==> src/rtl/agg_fetch_scheduler.sv <==
// -----------------------------------------------------------------------------
// agg_fetch_scheduler
//
// Shares one word aggregator among NUM_REQ requesters. A round-robin pointer
// picks the next requester while idle. The scheduler then latches that
// requester's fetch width and word count, and loads the width into the
// aggregator with a one-cycle change_fetch_width pulse. After one settle cycle
// it enables the aggregator until the requested number of output words
// (agg_receiver_enq strobes) has been seen. It then pulses done to the owner.
// A request whose width is 0 or above MAX_FETCH is rejected: it gets
// err_bad_width and done, but no grant.
//
// Ports
//   clk, rst_n          clock, asynchronous active-low reset
//   req                 per-requester request level
//   req_fetch_width     3 bits per requester, requester i at [3i+2:3i]
//   req_len             LEN_WIDTH bits per requester (word count)
//   agg_receiver_enq    aggregator output-word strobe
//   grant               one-hot owner of the aggregator, or zero
//   done                one-cycle completion pulse per requester
//   change_fetch_width  one-cycle width-load pulse to the aggregator
//   input_fetch_width   width presented with change_fetch_width
//   agg_enable          aggregator enable, high only while running
//   busy                high whenever a transaction is in progress
//   err_bad_width       one-cycle pulse on a rejected request
// -----------------------------------------------------------------------------
module agg_fetch_scheduler #(
    parameter int NUM_REQ   = 3,
    parameter int LEN_WIDTH = 10,
    parameter int MAX_FETCH = 6
) (
    input  logic                         clk,
    input  logic                         rst_n,
    input  logic [NUM_REQ-1:0]           req,
    input  logic [3*NUM_REQ-1:0]         req_fetch_width,
    input  logic [LEN_WIDTH*NUM_REQ-1:0] req_len,
    input  logic                         agg_receiver_enq,
    output logic [NUM_REQ-1:0]           grant,
    output logic [NUM_REQ-1:0]           done,
    output logic                         change_fetch_width,
    output logic [2:0]                   input_fetch_width,
    output logic                         agg_enable,
    output logic                         busy,
    output logic                         err_bad_width
);

    localparam int               IDX_W    = (NUM_REQ > 1) ? $clog2(NUM_REQ) : 1;
    localparam logic [2:0]       MAX_W    = 3'(MAX_FETCH);
    localparam logic [IDX_W-1:0] LAST_IDX = IDX_W'(NUM_REQ - 1);

    typedef enum logic [2:0] {
        IDLE   = 3'd0,
        CONFIG = 3'd1,
        SETTLE = 3'd2,
        RUN    = 3'd3,
        DONE   = 3'd4
    } state_t;

    state_t               state_reg;
    logic [IDX_W-1:0]     rr_ptr_reg;
    logic [IDX_W-1:0]     idx_reg;
    logic [LEN_WIDTH-1:0] len_reg;
    logic [LEN_WIDTH-1:0] count_reg;

    // Candidate k is requester (rr_ptr + k) mod NUM_REQ. The lowest k with
    // a pending request wins.
    logic [IDX_W-1:0]     cand_idx  [NUM_REQ];
    logic [NUM_REQ-1:0]   cand_hit;
    logic [2:0]           width_arr [NUM_REQ];
    logic [LEN_WIDTH-1:0] len_arr   [NUM_REQ];

    genvar gi;
    generate
        for (gi = 0; gi < NUM_REQ; gi++) begin : g_req
            logic [IDX_W:0] sum;
            assign sum           = {1'b0, rr_ptr_reg} + (IDX_W+1)'(gi);
            assign cand_idx[gi]  = (sum >= (IDX_W+1)'(NUM_REQ))
                                 ? IDX_W'(sum - (IDX_W+1)'(NUM_REQ))
                                 : IDX_W'(sum);
            assign cand_hit[gi]  = req[cand_idx[gi]];
            assign width_arr[gi] = req_fetch_width[3*gi +: 3];
            assign len_arr[gi]   = req_len[LEN_WIDTH*gi +: LEN_WIDTH];
        end
    endgenerate

    logic                 sel_valid;
    logic [IDX_W-1:0]     sel_idx;
    logic [2:0]           sel_width;
    logic [LEN_WIDTH-1:0] sel_len;
    logic                 sel_legal;
    logic [IDX_W-1:0]     next_ptr;

    always_comb begin
        sel_valid = 1'b0;
        sel_idx   = '0;
        for (int k = NUM_REQ - 1; k >= 0; k--) begin
            if (cand_hit[k]) begin
                sel_valid = 1'b1;
                sel_idx   = cand_idx[k];
            end
        end
    end

    assign sel_width = width_arr[sel_idx];
    assign sel_len   = len_arr[sel_idx];
    assign sel_legal = (sel_width != 3'd0) && (sel_width <= MAX_W);
    assign next_ptr  = (idx_reg == LAST_IDX) ? '0 : idx_reg + IDX_W'(1);

    // All outputs are registered. Each one is set on the edge that enters the
    // state in which it must be visible.
    always_ff @(posedge clk or negedge rst_n) begin
        if (!rst_n) begin
            state_reg          <= IDLE;
            rr_ptr_reg         <= '0;
            idx_reg            <= '0;
            len_reg            <= '0;
            count_reg          <= '0;
            grant              <= '0;
            done               <= '0;
            change_fetch_width <= 1'b0;
            input_fetch_width  <= 3'd0;
            agg_enable         <= 1'b0;
            busy               <= 1'b0;
            err_bad_width      <= 1'b0;
        end else begin
            case (state_reg)
                IDLE: begin
                    if (sel_valid) begin
                        idx_reg   <= sel_idx;
                        len_reg   <= sel_len;
                        count_reg <= '0;
                        busy      <= 1'b1;
                        state_reg <= CONFIG;
                        if (sel_legal) begin
                            grant              <= NUM_REQ'(1) << sel_idx;
                            change_fetch_width <= 1'b1;
                            input_fetch_width  <= sel_width;
                        end else begin
                            err_bad_width <= 1'b1;
                            done          <= NUM_REQ'(1) << sel_idx;
                        end
                    end
                end
                CONFIG: begin
                    change_fetch_width <= 1'b0;
                    input_fetch_width  <= 3'd0;
                    if (err_bad_width) begin
                        // Rejected request: its pulses end here, back to idle.
                        err_bad_width <= 1'b0;
                        done          <= '0;
                        busy          <= 1'b0;
                        rr_ptr_reg    <= next_ptr;
                        state_reg     <= IDLE;
                    end else if (len_reg == '0) begin
                        grant     <= '0;
                        done      <= NUM_REQ'(1) << idx_reg;
                        state_reg <= DONE;
                    end else begin
                        state_reg <= SETTLE;
                    end
                end
                SETTLE: begin
                    // The aggregator picks up the new width during this cycle.
                    agg_enable <= 1'b1;
                    state_reg  <= RUN;
                end
                RUN: begin
                    if (agg_receiver_enq) begin
                        // The strobe arriving with count == len-1 is the final word.
                        if (count_reg == len_reg - LEN_WIDTH'(1)) begin
                            agg_enable <= 1'b0;
                            grant      <= '0;
                            done       <= NUM_REQ'(1) << idx_reg;
                            state_reg  <= DONE;
                        end else begin
                            count_reg <= count_reg + LEN_WIDTH'(1);
                        end
                    end
                end
                DONE: begin
                    done       <= '0;
                    busy       <= 1'b0;
                    count_reg  <= '0;
                    rr_ptr_reg <= next_ptr;
                    state_reg  <= IDLE;
                end
                default: begin
                    state_reg <= IDLE;
                end
            endcase
        end
    end

endmodule

==> config.mk <==
export PLATFORM = sky130hd
export DESIGN_NAME = agg_fetch_scheduler
export DESIGN_NICKNAME = d
export VERILOG_FILES = /design/src/rtl/agg_fetch_scheduler.sv
export SDC_FILE = /design/constraint.sdc
export NUM_CORES = 1
export LEC_CHECK = 0
export BUFFER_PORTS_ARGS = -buffer_cell sky130_fd_sc_hd__buf_2
export CAP_MARGIN = 20
export CORE_UTILIZATION = 40
export CTS_CLUSTER_SIZE = 25
export DETAILED_ROUTE_END_ITERATION = 7
export GPL_TIMING_DRIVEN = 0
export PLACE_DENSITY = 0.67
export SYNTH_ARGS = -nofsm -noshare
export SYNTH_HDL_FRONTEND = slang
export SYNTH_SLANG_ARGS = --single-unit
==> constraint.sdc <==
create_clock -name clk -period 6.9 [get_ports clk]
set_input_delay 0.345 -clock clk [delete_from_list [all_inputs] [get_ports clk]]
set_output_delay 0.345 -clock clk [all_outputs]
set_load 0.02 [all_outputs]
==> summary.md, run 1 <==
• 0.00755 mm² — die footprint
• 0.00687 mm² — area of the core region
• 334 — Gate Count Post-Synth
• sky130_fd_sc_hd__dfrtp_1, sky130_fd_sc_hd__mux2i_1, sky130_fd_sc_hd__nand2_1 — biggest area contributors in the synthesized netlist
• 0 — number of max-slew violations in the final report
• met2 — busiest layer in global routing
• 30 — Rows
• 495 — final std cells w/o fill
• 500 ps — Slowest Stage Delay on Critical Path
• 0 — total of hold buffers inserted after clock tree synthesis
• 289 MHz — fmax
• 57 — Port Buffers
• 300 ps — clock insertion delay at the later pin of the skew report
• yes — CTS tree
• 385 — Net Count, Synth
• 0 — antenna violations before repair
• completed — run status
• 34.7% — fraction of the yosys area taken by sequential cells
• clkbuf_1, inv_1, ha_1, buf_4, or4b_4, or4_1, a21oi_1, nor3_1, o41ai_2, a22o_1, mux2_2 — cell breakdown of the critical path
• 5 — total CTS buffers
• 14.1 µm — detail-routed net length per standard cell
• simple AND/OR/NAND/NOR gates — Top delay family on crit path
• input port to async pin — worst hold-check path type
• 40 — CTS sink cnt
• 0.00175 mm² — total area of multi-input combinational cells
• 0 — max-cap violations
• 50.2% — Period Utilization, post-route
• 6.50 ps — Clock Skew
• 86.9 µm — die height
• 0.00100 mm² — Sequential cell area
• 2439 — vias in the first global route
• 0.00159 µW — Leakage
• sky130_fd_sc_hd__dfrtp_1 — cell accounting for the most synthesized area
• 11600 µm — first-pass GRT wire length
• 100% — post-synthesis async set-or-reset flop share
• 58 — Top-Level Pins
• false — RSZ-0062 raised after global routing
• 41 — largest net degree at the start of global routing
• flip-flop to flip-flop — class of the most critical setup path
• 0.00288 mm² — area of the mapped netlist
• flip-flop — Startpoint Class
• 0.201 mV — Max VDD drop
• sky130_fd_sc_hd__dfrtp_1, sky130_fd_sc_hd__nand2_1, sky130_fd_sc_hd__nor2_1, sky130_fd_sc_hd__o21ai_0, sky130_fd_sc_hd__a21oi_1 — Post-synth top cells
• sky130_fd_sc_hd__dfrtp_1 — most frequently used flop master after synthesis
• sky130_fd_sc_hd__or4b_4 — Worst path slowest cell
• 449 — number of nets in the finished design
• 653 — # fillers
• 450 mW/mm² — Power Dens Cells
• 0 — Antenna Cells
• 7090 ps — required arrival time at the worst endpoint
• 4 — first-pass detailed-route iteration total
• sky130_fd_sc_hd__dfrtp_1 — most repeated cell in the gate-level netlist after synthesis
• 157 ps — final-layout worst hold slack
• 2 — # H-tree levels
• 0 — number of post-CTS setup repair buffers
• 0 — Remaining Overflow, GRT
• 487 — number of cells in the design after placement
• 0 — count of flip-flops with a built-in enable after synthesis
• 0.813 — Placer Congestion
• 5.46 — number of vias per cell after detailed routing
• 3.22% — met3 track demand over resource
• 7000 µm — drt total wl
• 41.3% — max-slew headroom at the worst pin
• 0 — number of setup violations in the final report
• 0 — post-detailed-route DRC marker count
• 40 — synthesized flop and latch total
• 42.0% — Initial Util
• 18.1% — synthesis-to-finish area growth
• 90 ps — clock-pin transition on the worst setup and hold timing paths
• 0 — post-route antenna net violation count
• 0 — final hold violations
• 8 — peak fanout along the critical path
• 3460 ps — post-layout minimum cycle time
• 21.8% — share of post-route cells with drive strength above 1
• 5320 µm — placed wire-length estimate
• 34.7% — share of Yosys cell area claimed by the top area cell type
• flip-flop — nature of the critical path endpoint
• 2 — Max Root-Sink Buffers
• sky130_fd_sc_hd__clkbuf_8 — Root Buffer
• 3660 ps — Crit path arrival time
• 31.6% — met2 track demand over resource
• 86.9 µm — overall die width
• 26.6% — GR met1 Demand/Resource
• 0 — number of gates given a new drive strength after cts
• 8.63 µm² — average size of a mapped cell
• 3 — WP buf/inv
• 61 — Cell variety after synth
• 19.7% — total global-route track usage
• 2704 — via count
• 880 ps — slew at the pin with the worst max-slew slack
• 0 — Synth Warn #
• 133 — starting DRC count in detailed routing
• 0 ps — total negative slack
cell usage in the layout (no fill, tap or decap), types with 2 or more instances in the layout:
cell type                  count
sky130_fd_sc_hd__buf_1         3
sky130_fd_sc_hd__a22o_1        3
sky130_fd_sc_hd__or4_1         3
sky130_fd_sc_hd__nor3b_1       8
sky130_fd_sc_hd__xor2_1        6
sky130_fd_sc_hd__o311ai_2      2
sky130_fd_sc_hd__nor4_1        4
sky130_fd_sc_hd__nor3_1        8
sky130_fd_sc_hd__a21o_1        5
sky130_fd_sc_hd__xnor2_1      10
sky130_fd_sc_hd__a31oi_1       4
sky130_fd_sc_hd__nor2_1       25
sky130_fd_sc_hd__nand2_1      37
sky130_fd_sc_hd__and2_1        5
sky130_fd_sc_hd__nand4_1       3
sky130_fd_sc_hd__or3_1         3
sky130_fd_sc_hd__o211ai_1      5
sky130_fd_sc_hd__a32o_1        4
sky130_fd_sc_hd__nand3_1       6
sky130_fd_sc_hd__inv_1        11
sky130_fd_sc_hd__clkbuf_8      5
sky130_fd_sc_hd__a22oi_1       3
sky130_fd_sc_hd__or2_2         4
sky130_fd_sc_hd__a21oi_1      19
sky130_fd_sc_hd__o21ai_1       2
sky130_fd_sc_hd__clkbuf_1     11
sky130_fd_sc_hd__nor2b_1       4
sky130_fd_sc_hd__nand2b_1      2
sky130_fd_sc_hd__ha_1          6
sky130_fd_sc_hd__and3_1        5
sky130_fd_sc_hd__buf_2        61
sky130_fd_sc_hd__nand3b_1      2
sky130_fd_sc_hd__mux2i_1      16
sky130_fd_sc_hd__o32ai_1       5
sky130_fd_sc_hd__dfrtp_1      40
sky130_fd_sc_hd__o21ai_0      24
sky130_fd_sc_hd__mux2_2        5
sky130_fd_sc_hd__a311o_1       3
power breakdown:
group	switching (µW)	internal [µW]
Sequential	74.2	315
Combinational	561	380
Clock	94.0	109
Total	729	804
layer usage:
metal | up-vias | part of all wire [%]
met4 | 0 | 1.4
met1 | 1278 | 48
li1 | 1353 | -
met3 | 7 | 4.5
met5 | - | 0
met2 | 66 | 46
cells by family (layout without fill, tap and decap cells):
| family | count (synthesis) | after routing | share of synthesized area [%] |
|---|---|---|---|
| buffers and inverters | 31 | 96 | 4.60 |
| XOR/XNOR | 16 | 16 | 4.86 |
| flip-flops | 40 | 40 | 34.7 |
| AO/OA/AOI/OAI | 93 | 93 | 22.6 |
| adder cells (fa/ha/maj) | 6 | 6 | 2.60 |
| multiplexers | 21 | 21 | 7.51 |
| AND/OR/NAND/NOR | 127 | 127 | 23.1 |
per-stage QoR:
step                      utilization, %  total power, µW  area (µm²)  setup slack [ps]
after floorplan                        -             1100        2880              3800
final                               49.5             1530        3400              3440
after global placement              47.9             1310        3290              3490
after CTS                           49.5             1540        3400              3410
after detailed placement            47.9             1330        3290              3420
after global routing                49.5             1670        3400              3180
layout make-up:
cell class | instances | area share [%]
tap | 96 | 3.53
sequential | 40 | 29.4
multi-input combinational | 263 | 51.4
timing repair buffer | 57 | 8.38
inverter | 11 | 1.21
buffer | 20 | 2.68
clock buffer | 5 | 2.02
clock inverter | 3 | 1.36
worst paths after layout:
path | slack, ps | from | end | depth (start not counted)
max | 3440 | len_reg[0]$_DFFE_PN0P_ | done[0]$_DFFE_PN0P_ | 11
min | 160 | rst_n | count_reg[5]$_DFFE_PN0P_ | 1
max reg2reg | 3440 | len_reg[0]$_DFFE_PN0P_ | done[0]$_DFFE_PN0P_ | 11
min reg2reg | 510 | grant[0]$_DFFE_PN0P_ | grant[0]$_DFFE_PN0P_ | 1
max in group asynchronous | 6200 | rst_n | rr_ptr_reg[1]$_DFFE_PN0P_ | 1
min in group clk | 330 | req_len[25] | len_reg[5]$_DFFE_PN0P_ | 3
Note: power is estimated with default switching activity, not from simulation.
==> inputs of run 2 (changes only) <==
PLACE_DENSITY = 0.7   (was 0.67)
clock period = 3 ns   (was 6.9 ns; I/O delays follow)
==> summary.md, run 2 (same netlist as run 1, synthesis figures left out) <==
• 892 ps — slew at the pin with the worst max-slew slack, +12.3 ps
• flip-flop — Startpoint Class
• 0 — total of hold buffers inserted after clock tree synthesis, unchanged
• 2877 — via count, +6.4%
• 0 — Remaining Overflow, GRT, unchanged
• 57 — Port Buffers, unchanged
• 30.8% — synthesis-to-finish area growth
• 3180 ps — required arrival time at the worst endpoint, -3910 ps
• 390 ps — Slowest Stage Delay on Critical Path, -110 ps
• 0.00100 mm² — Sequential cell area, +0.25%
• flip-flop to flip-flop — class of the most critical setup path
• sky130_fd_sc_hd__buf_2, sky130_fd_sc_hd__dfrtp_1, sky130_fd_sc_hd__nand2_1, sky130_fd_sc_hd__nor2_1, sky130_fd_sc_hd__o21ai_0 — most used cells in the layout excluding fill and tap cells
• 487 — number of cells in the design after placement, unchanged
• 12300 µm — first-pass GRT wire length, +6.0%
• 86.9 µm — die height, unchanged
• 20.8% — total global-route track usage, +1.2 points
• 339 MHz — fmax, +17%
• done[0]$_DFFE_PN0P_ — capture point of the worst reg-to-reg path
• 40 — CTS sink cnt, unchanged
• 0.812 — Placer Congestion, about the same
• 22.0% — part of the power in registers, -3.4 points
• 2 — # H-tree levels, unchanged
• 0 — number of setup violations in the final report, unchanged
• 0 — post-detailed-route DRC marker count, unchanged
• 1090 mW/mm² — Power Dens Cells, +140%
• 0.494 mV — Max VDD drop, +150%
• rr_ptr_reg[1]$_DFFE_PN0P_ — worst setup path startpoint
• 46.1% — Net Sw Frac, -1.4 points
• 0 — Antenna Cells, unchanged
• 466 — number of nets in the finished design, +3.8%
• 0 — post-route antenna net violation count, unchanged
• 3130 ps — Crit path arrival time, -530 ps
• 167 — starting DRC count in detailed routing, +26%
• 42.0% — Initial Util, unchanged
• compound AO/OA/AOI/OAI gates — Top delay family on crit path
• 54.9% — core utilization of the finished layout, +5.3 points
• 0 — antenna violations before repair, unchanged
• buf_4, ha_2, nor3b_4, o311a_1, clkbuf_4, nor3_1, a31oi_2, mux2_4, a22o_4, mux2_2 — cell breakdown of the critical path
• 0.00755 mm² — die footprint, unchanged
• hold timing — violations in the final reports
• rr_ptr_reg[1]$_DFFE_PN0P_ — worst r2r src
• 40.5% — max-slew headroom at the worst pin, -0.82 points
• 86.9 µm — overall die width, unchanged
• 30 — Rows, unchanged
• 0.00687 mm² — area of the core region, unchanged
• 5.52 ps — Clock Skew, -0.985 ps
• 5 — first-pass detailed-route iteration total, +1
• 2950 ps — post-layout minimum cycle time, -513 ps
• 4090 µW — Total Power, +170%
• 0 — max-cap violations, unchanged
• 98.4% — Period Utilization, post-route, +48 points
• 7820 µm — drt total wl, +12%
• yes — CTS tree
• 0 — number of max-slew violations in the final report, unchanged
• 2 — Max Root-Sink Buffers, unchanged
• 10 — peak fanout along the critical path, +2
• 11.9% — Clock power frac, -1.3 points
• complete, but fails checks — run status
• 5.62 — number of vias per cell after detailed routing, +2.9%
• 31.5% — share of post-route cells with drive strength above 1, +9.7 points
• 5 — total CTS buffers, unchanged
• 290 ps — clock insertion delay at the later pin of the skew report, about the same
• 10 — worst-case reg-to-reg path depth, -1
• 80 ps — clock-pin transition on the worst setup and hold timing paths, about the same
• 0.00196 mm² — total area of multi-input combinational cells, +12%
• 40 — final hold violations, +40
• input port to async pin — worst hold-check path type
• 58 — Top-Level Pins, unchanged
• 0.00174 µW — Leakage, +9.0%
• sky130_fd_sc_hd__dfrtp_1 — Worst path slowest cell
• 41 — largest net degree at the start of global routing, unchanged
• 2588 — vias in the first global route, +6.1%
• sky130_fd_sc_hd__clkbuf_8 — Root Buffer
• 10 — Critical Path Stages, -1
• 66.2% — portion of total power attributed to combinational logic, +4.8 points
• 50 ps — setup slack on the worst flop-to-flop path, -3390 ps
• 1890 µW — Net Switching, +160%
• 15.3 µm — detail-routed net length per standard cell, +8.0%
• 2 — WP buf/inv, -1
• 5370 µm — placed wire-length estimate, +0.85%
• 629 — # fillers, -3.7%
• 2210 µW — internal power, +170%
• flip-flop — nature of the critical path endpoint
• -19.7 ps — final-layout worst hold slack, -177 ps
• 512 — final std cells w/o fill, +3.4%
• sky130_fd_sc_hd__buf_2 — commonest non-fill, non-tap cell in the layout
[run 2: cell types whose count changed in the layout (fill, tap and decap cells not counted), moves of 3 or more]
cell / change
sky130_fd_sc_hd__buf_4: +20
sky130_fd_sc_hd__a31oi_1: -3
sky130_fd_sc_hd__buf_2: -3
sky130_fd_sc_hd__clkbuf_1: -3
[run 2: through the flow]
step	instance area, µm²	TNS, ps	setup WS (ps)
floorplan	2880	0	34.4
global placement	3290	-4530	-356
detailed placement	3290	-5280	-416
finish	3770	0	48.9
CTS	3600	-406	-91.2
global route	3770	-194	-42.9
[run 2: layer usage]
metal	vias to the layer above	wire [µm]	share of wire (%)	track usage, %
met4	0	90	1.2	5.45
met2	85	3830	49	33.1
met3	11	351	4.5	3.79
met5	-	0	0	0
li1	1397	-	-	-
met1	1384	3540	45	29.2
[run 2: layout make-up]
cell class                      instances  share of cell area, %
Buffer                                 17                   2.46
Clock buffer                            7                   2.56
Clock inverter                          1                  0.797
Inverter                               11                   1.10
Multi-Input combinational cell        264                   51.9
Sequential cell                        40                   26.6
Tap cell                               96                   3.19
Timing Repair Buffer                   76                   11.4
[run 2: worst max-delay path by stage]
stage,endpoint,slack (ps)
after floorplan,done[0]$_DFFE_PN0P_,30
after global placement,done[2]$_DFFE_PN0P_,-360
after detailed placement,done[0]$_DFFE_PN0P_,-420
after CTS,grant[2]$_DFFE_PN0P_,-90
after global routing,input_fetch_width[0]$_DFFE_PN0P_,-40
final,done[0]$_DFFE_PN0P_,50
[run 2: power by group through the flow]
stage | combinational (µW) | sequential (µW) | clock, µW
after floorplan | 1610 | 930 | 0
after global placement | 2130 | 890 | 0
after detailed placement | 2180 | 896 | 0
after CTS | 2450 | 885 | 493
after global routing | 2960 | 919 | 520
final | 2710 | 899 | 486
[run 2: timing repair]
item	in CTS	in global routing
pin swaps	11	13
gates cloned	0	1
setup endpoints to repair	28	19
setup buffers	10	9
resized for setup	29	18
